<file path="src/rtl/fifo_window_reader_if.sv">
// +--------------------------------------------------------------------------+
// | fifo_window_reader_if : FIFO drain + window handshake bundle             |
// | Rev 1.0                                                                  |
// +--------------------------------------------------------------------------+
`default_nettype none

interface fifo_window_reader_if #(
  parameter int DATA_W = 8,
  parameter int TAPS   = 3
);
  logic                   buffer_full;
  logic                   no_config;
  logic [DATA_W-1:0]      fifo_data;
  logic                   pop;
  logic [TAPS*DATA_W-1:0] win_data;
  logic                   win_valid;
  logic                   win_ready;
  logic                   busy;
  logic                   burst_done;
`ifdef FIFO_WINDOW_READER_SUM_EN
  logic [DATA_W+$clog2(TAPS)-1:0] window_sum;

  modport master (
    input  buffer_full, no_config, fifo_data, win_ready,
    output pop, win_data, win_valid, busy, burst_done, window_sum
  );
  modport slave (
    output buffer_full, no_config, fifo_data, win_ready,
    input  pop, win_data, win_valid, busy, burst_done, window_sum
  );
`else
  modport master (
    input  buffer_full, no_config, fifo_data, win_ready,
    output pop, win_data, win_valid, busy, burst_done
  );
  modport slave (
    output buffer_full, no_config, fifo_data, win_ready,
    input  pop, win_data, win_valid, busy, burst_done
  );
`endif
endinterface

`default_nettype wire

</file>
<file path="src/rtl/fifo_window_reader.sv">
// +--------------------------------------------------------------------------+
// | fifo_window_reader : drains BURST FIFO entries into a TAPS-wide window   |
// | Optional macro FIFO_WINDOW_READER_SUM_EN adds a registered window_sum.   |
// | Rev 1.0                                                                  |
// +--------------------------------------------------------------------------+
`default_nettype none

module fifo_window_reader #(
  parameter int DATA_W = 8,
  parameter int TAPS   = 3,
  parameter int BURST  = 8
) (
  input  logic                 clk,
  input  logic                 reset,
  fifo_window_reader_if.master bus_if
);

  localparam int CNT_W  = $clog2(BURST + 1);
  localparam int FILL_W = $clog2(TAPS + 1);
  localparam int WIN_W  = TAPS * DATA_W;
  localparam logic [CNT_W-1:0]  BURST_CNT = CNT_W'(BURST);
  localparam logic [FILL_W-1:0] TAPS_CNT  = FILL_W'(TAPS);

  typedef enum logic [1:0] {
    IDLE = 2'd0,
    POP  = 2'd1,
    CAPT = 2'd2,
    OUT  = 2'd3
  } state_e;

  state_e             state_q, state_d;
  logic [WIN_W-1:0]   win_data_q, win_data_d;
  logic [FILL_W-1:0]  fill_cnt_q, fill_cnt_d;
  logic [CNT_W-1:0]   pop_cnt_q, pop_cnt_d;
  logic               pop_q;
  logic               win_valid_q;
  logic               busy_q;
  logic               w_handshake;
  logic               w_last;

`ifdef FIFO_WINDOW_READER_SUM_EN
  localparam int SUM_W = DATA_W + $clog2(TAPS);
  logic [SUM_W-1:0]   sum_q, sum_d;
`endif

  assign w_handshake = win_valid_q & bus_if.win_ready;
  assign w_last      = (pop_cnt_q == BURST_CNT);

  always_comb begin
    state_d    = state_q;
    win_data_d = win_data_q;
    fill_cnt_d = fill_cnt_q;
    pop_cnt_d  = pop_cnt_q;
    case (state_q)
      IDLE: begin
        if (bus_if.buffer_full && !bus_if.no_config) begin
          state_d    = POP;
          fill_cnt_d = '0;
          pop_cnt_d  = '0;
        end
      end
      POP: begin
        pop_cnt_d = pop_cnt_q + 1'b1;
        state_d   = CAPT;
      end
      CAPT: begin
        // Newest sample enters the low slice; the oldest falls off the top.
        win_data_d = {win_data_q[(TAPS-1)*DATA_W-1:0], bus_if.fifo_data};
        if (fill_cnt_q != TAPS_CNT) begin
          fill_cnt_d = fill_cnt_q + 1'b1;
        end
        state_d = (fill_cnt_d == TAPS_CNT) ? OUT : POP;
      end
      OUT: begin
        if (w_handshake) begin
          state_d = w_last ? IDLE : POP;
        end
      end
      default: state_d = IDLE;
    endcase

`ifdef FIFO_WINDOW_READER_SUM_EN
    sum_d = '0;
    for (int i = 0; i < TAPS; i++) begin
      sum_d = sum_d + SUM_W'(win_data_d[i*DATA_W +: DATA_W]);
    end
`endif
  end

  // Outputs are registered from the next state so they line up with state_q.
  always_ff @(posedge clk) begin
    if (reset) begin
      state_q     <= IDLE;
      win_data_q  <= '0;
      fill_cnt_q  <= '0;
      pop_cnt_q   <= '0;
      pop_q       <= 1'b0;
      win_valid_q <= 1'b0;
      busy_q      <= 1'b0;
`ifdef FIFO_WINDOW_READER_SUM_EN
      sum_q       <= '0;
`endif
    end else begin
      state_q     <= state_d;
      win_data_q  <= win_data_d;
      fill_cnt_q  <= fill_cnt_d;
      pop_cnt_q   <= pop_cnt_d;
      pop_q       <= (state_d == POP);
      win_valid_q <= (state_d == OUT);
      busy_q      <= (state_d != IDLE);
`ifdef FIFO_WINDOW_READER_SUM_EN
      sum_q       <= sum_d;
`endif
    end
  end

  assign bus_if.pop        = pop_q;
  assign bus_if.win_data   = win_data_q;
  assign bus_if.win_valid  = win_valid_q;
  assign bus_if.busy       = busy_q;
  // Pulses during the accepting cycle of the final window only.
  assign bus_if.burst_done = w_handshake & w_last;
`ifdef FIFO_WINDOW_READER_SUM_EN
  assign bus_if.window_sum = sum_q;
`endif

endmodule

`default_nettype wire

</file>
<file path="src/flat_wrapper.sv">
// flat-port wrapper written by rule: the top's interface ports become plain ports
module fifo_window_reader_flat 
#(
  parameter int DATA_W = 8,
  parameter int TAPS   = 3,
  parameter int BURST  = 8
)
  (clk, reset, bus_if_buffer_full, bus_if_no_config, bus_if_fifo_data, bus_if_win_ready, bus_if_pop, bus_if_win_data, bus_if_win_valid, bus_if_busy, bus_if_burst_done);
  fifo_window_reader_if #(.DATA_W(DATA_W), .TAPS(TAPS)) bus_if_i ();
  input  logic clk;
  input  logic reset;
  input wire logic [$bits(bus_if_i.buffer_full)-1:0] bus_if_buffer_full;
  input wire logic [$bits(bus_if_i.no_config)-1:0] bus_if_no_config;
  input wire logic [$bits(bus_if_i.fifo_data)-1:0] bus_if_fifo_data;
  input wire logic [$bits(bus_if_i.win_ready)-1:0] bus_if_win_ready;
  output wire logic [$bits(bus_if_i.pop)-1:0] bus_if_pop;
  output wire logic [$bits(bus_if_i.win_data)-1:0] bus_if_win_data;
  output wire logic [$bits(bus_if_i.win_valid)-1:0] bus_if_win_valid;
  output wire logic [$bits(bus_if_i.busy)-1:0] bus_if_busy;
  output wire logic [$bits(bus_if_i.burst_done)-1:0] bus_if_burst_done;
  assign bus_if_i.buffer_full = bus_if_buffer_full;
  assign bus_if_i.no_config = bus_if_no_config;
  assign bus_if_i.fifo_data = bus_if_fifo_data;
  assign bus_if_i.win_ready = bus_if_win_ready;
  assign bus_if_pop = bus_if_i.pop;
  assign bus_if_win_data = bus_if_i.win_data;
  assign bus_if_win_valid = bus_if_i.win_valid;
  assign bus_if_busy = bus_if_i.busy;
  assign bus_if_burst_done = bus_if_i.burst_done;
  fifo_window_reader #(.DATA_W(DATA_W), .TAPS(TAPS), .BURST(BURST)) u_core (.clk(clk), .reset(reset), .bus_if(bus_if_i));
endmodule
</file>
<file path="config.mk">
export PLATFORM = sky130hd
export DESIGN_NAME = fifo_window_reader_flat
export DESIGN_NICKNAME = d
export VERILOG_FILES = /design/src/rtl/fifo_window_reader_if.sv /design/src/rtl/fifo_window_reader.sv /design/src/flat_wrapper.sv
export SDC_FILE = /design/constraint.sdc
export NUM_CORES = 1
export LEC_CHECK = 0
export ABC_AREA = 1
export CAP_MARGIN = 10
export CORE_MARGIN = 10
export CORE_UTILIZATION = 47
export CTS_BUF_LIST = sky130_fd_sc_hd__clkbuf_2 sky130_fd_sc_hd__clkbuf_4 sky130_fd_sc_hd__clkbuf_8
export DETAILED_ROUTE_END_ITERATION = 8
export PLACE_DENSITY = 0.8
export SLEW_MARGIN = 20
export SYNTH_ARGS = -nofsm -noshare
export SYNTH_HDL_FRONTEND = slang
export SYNTH_SLANG_ARGS = --single-unit
export TNS_END_PERCENT = 50
</file>
<file path="constraint.sdc">
create_clock -name clk -period 1.45 [get_ports clk]
set_input_delay 0.435 -clock clk [delete_from_list [all_inputs] [get_ports clk]]
set_output_delay 0.435 -clock clk [all_outputs]
set_load 0.05 [all_outputs]
</file>
==> results.py <==
metrics = {
    "floorplanning": {
        "core_area_um2": 2730,
        "rows": 19,
        "io_pins": 41,
        "die_h_um": 73.1,
        "fp.dieW_um": 73.1,
        "die_area_um2": 5350,
        "floorplan.initialDensity_pct": 48.5,
    },
    "yosys": {
        "synth_area_um2": 1330,
        "ys_async_sr_fraction_pct": 0,
        "yosysWarnings": 0,
        "synth_edf_count": 0,
        "netlist.area_leader.share_pct": 52.8,
        "synth_flop_cell": "dfxtp_1",
        "synth.distinct_cells": 16,
        "synthTopCellsByCount": "nor2_1 (55), dfxtp_1 (35), nand2_1 (19), o21ai_1 (19), inv_1 (12)",
        "syn_area_per_cell_um2": 7.67,
        "synth_cells": 173,
        "ys_ff_latch": 35,
        "synth_area_leaders": "dfxtp_1 (53%), nor2_1 (16%), o21ai_1 (7.2%), nand2_1 (5.4%), inv_1 (3.4%)",
        "yosysSeqAreaShare_pct": 52.8,
        "synth_top_area_cell": "dfxtp_1",
        "synth_nets": 188,
        "yosysMostFrequentCell": "nor2_1",
    },
    "routing": {
        "routed-wl-met3_um": 437,
        "dr.pass1.iters": 4,
        "routed_wirelength_um": 3600,
        "wl_per_cell_um": 14.3,
        "remaining_drc_errors": 0,
        "vias": 1260,
        "wl_met2_um": 1820,
        "avgViaCountPerCell": 5.00,
        "routed.top_layer": "met4",
        "wl_met1_um": 1280,
        "dr.first_iter.drc_count": 54,
        "final_antenna_net_count": 0,
    },
    "hold_path": {
        "worstHoldEndpoint": "u_core.bus_if.win_valid",
        "holdPathStages": 2,
        "hold_class": "reg2reg",
        "hp-start": "u_core.fill_cnt_q[1]",
    },
    "placed_design": {
        "placed_cell_area_um2": 2060,
        "hpwlAfterDp_um": 2620,
        "port_buffers": 40,
        "gp_congestion": 0.795,
        "dp_cells": 242,
    },
    "cts": {
        "clock-root-buffer": "clkbuf_4",
        "clock_latency_ps": 350,
        "cts_max_path_buffers": 2,
        "cts.sinks": 35,
        "cts_made_buffers": 5,
        "cts_tree": "done",
        "path_clk_slew_ps": 110,
        "htreeDepth": 2,
    },
    "timing": {
        "timing.hold.ws_ps": 494,
        "finalWorstSetupSlack_ps": -313,
        "finalHoldViolations": 0,
        "rsz0062_at_grt": "true",
        "fin_crit_ps": 1760,
        "relSlewSlack_pct": 79.2,
        "tightest_slew_ps": 312,
        "finalSetupViolCount": 1,
        "setup_tns_ps": -313,
        "drv_slew": 0,
        "min_period_over_period_pct": 122,
        "finClkSkew_ps": 8.44,
        "clock.fmax_ghz": 0.567,
    },
    "power": {
        "power_density_nw_per_um2": 1030,
        "clock_power_share_pct": 24.6,
        "pwr-share-comb_pct": 26.1,
        "p_leak_nw": 0.979,
        "netSwitchingPower_w": 0.000722,
        "ir_drop_mv": 0.892,
        "intPower_w": 0.00150,
        "switching_share_pct": 32.5,
        "seq_power_share_pct": 49.2,
    },
    "setup_path": {
        "required_ps": 1020,
        "crit_path_start_kind": "flop",
        "rr_startpoint": "u_core.state_q[1]",
        "crit_path_max_fanout": 2,
        "critPathKind": "reg2out",
        "ff2ff_setup_slack_ps": 210,
        "cp.arrival_ps": 1330,
        "end_kind": "output pin",
        "r2r_end": "u_core.bus_if.win_data[20]",
        "reg2reg_depth": 5,
    },
    "finish": {
        "fin_cells": 252,
        "syn2layout_area_growth_pct": 62.3,
        "fin_nets": 235,
        "stdcell_area_um2": 2150,
        "final_layout_size_suffix_gt1_share_pct": 26.2,
        "n_antenna_cell": 0,
    },
    "job": {
        "cap_viol_max_count": 0,
    },
    "global_routing": {
        "grt_pass1_wl_um": 6300,
        "grt_pass1_vias": 1371,
        "grt_overflow": 0,
        "grtUsageTotal_pct": 14.9,
        "grt_max_degree": 32,
        "grt_antenna_before_repair": 0,
    },
    "run_status": {
        "status": "complete, but fails checks",
        "violations": "negative setup slack",
    },
}
layout make-up:
class,instances,area [um^2]
Clock buffer,6,45.0
Clock inverter,2,12.5
Fill cell,172,582
Inverter,14,58.8
Multi-Input combinational cell,117,548
Sequential cell,35,704
Tap cell,31,38.8
Timing Repair Buffer,47,744
critical path: stages, from the launching register on:
cell,delay [ps]
dfxtp_2,350
inv_2,50
ha_4,150
nand2_2,60
inv_2,30
nand2_2,70
clkinvlp_4,100
buf_12,150
stage by stage:
stage	setup slack (ps)	power, W	utilization [%]
after floorplan	30.7	0.00138	-
after global placement	-323	0.00167	75.3
after detailed placement	-407	0.00169	75.3
after CTS	-318	0.00223	78.6
after global routing	-367	0.00232	78.7
final	-313	0.00222	78.7
state kept, by name (all words and copies together) (netlist names):
signal / flops
u_core.state_q: 2
u_core.bus_if.busy: 1
u_core.bus_if.pop: 1
u_core.pop_cnt_q: 4
u_core.bus_if.win_data: 24
u_core.bus_if.win_valid: 1
u_core.fill_cnt_q: 2
per-layer routing:
layer	vias up	track usage (%)
li1	638	-
met1	571	14.2
met2	45	24.3
met3	6	8.71
met4	0	8.65
met5	-	0
kinds of logic after synthesis:
group                    count (synthesis)  share of synthesized area, %
flip-flops                              35                          52.8
AND/OR/NAND/NOR                         83                          25.5
buffers and inverters                   21                          7.55
AO/OA/AOI/OAI                           32                          12.3
adder cells (fa/ha/maj)                  2                          1.89
cells in the final DEF, fill, tap and decap left out, types with 8 or more instances in the layout:
| master | netlist | routed |
|---|---|---|
| buf_12 | 0 | 29 |
| clkdlybuf4s50_1 | 0 | 11 |
| dfxtp_1 | 35 | 32 |
| inv_1 | 12 | 8 |
| nand2_1 | 19 | 16 |
| nand3_1 | 8 | 8 |
| nor2_1 | 55 | 54 |
| o21ai_1 | 19 | 19 |
power groups by stage:
| stage | registers [W] | clock network [W] | logic (W) |
|---|---|---|---|
| 2_1_floorplan | 0.00126 | 0 | 0.000125 |
| 3_3_place_gp | 0.00111 | 0 | 0.000562 |
| 3_5_place_dp | 0.00111 | 0 | 0.000576 |
| 4_1_cts | 0.00109 | 0.000558 | 0.000583 |
| 5_1_grt | 0.00110 | 0.000597 | 0.000620 |
| 6_report | 0.00109 | 0.000548 | 0.000581 |
how the worst max path moves through the flow:
stage	start	to	cells after the start
after floorplan	u_core.pop_cnt_q[0]	bus_if_burst_done	6
after global placement	bus_if_win_ready	bus_if_burst_done	6
after detailed placement	bus_if_win_ready	bus_if_burst_done	6
after CTS	u_core.pop_cnt_q[0]	bus_if_burst_done	7
after global routing	u_core.pop_cnt_q[0]	bus_if_burst_done	7
final	u_core.pop_cnt_q[0]	bus_if_burst_done	7
what timing repair did:
item / in CTS / in global routing
buffers inserted: 2 / 0
pin swaps: 3 / 0
hold buffers: 0 / 0
resized for setup: 9 / 2
setup endpoints to repair: 1 / 1
(Power assumes the default switching activity.)
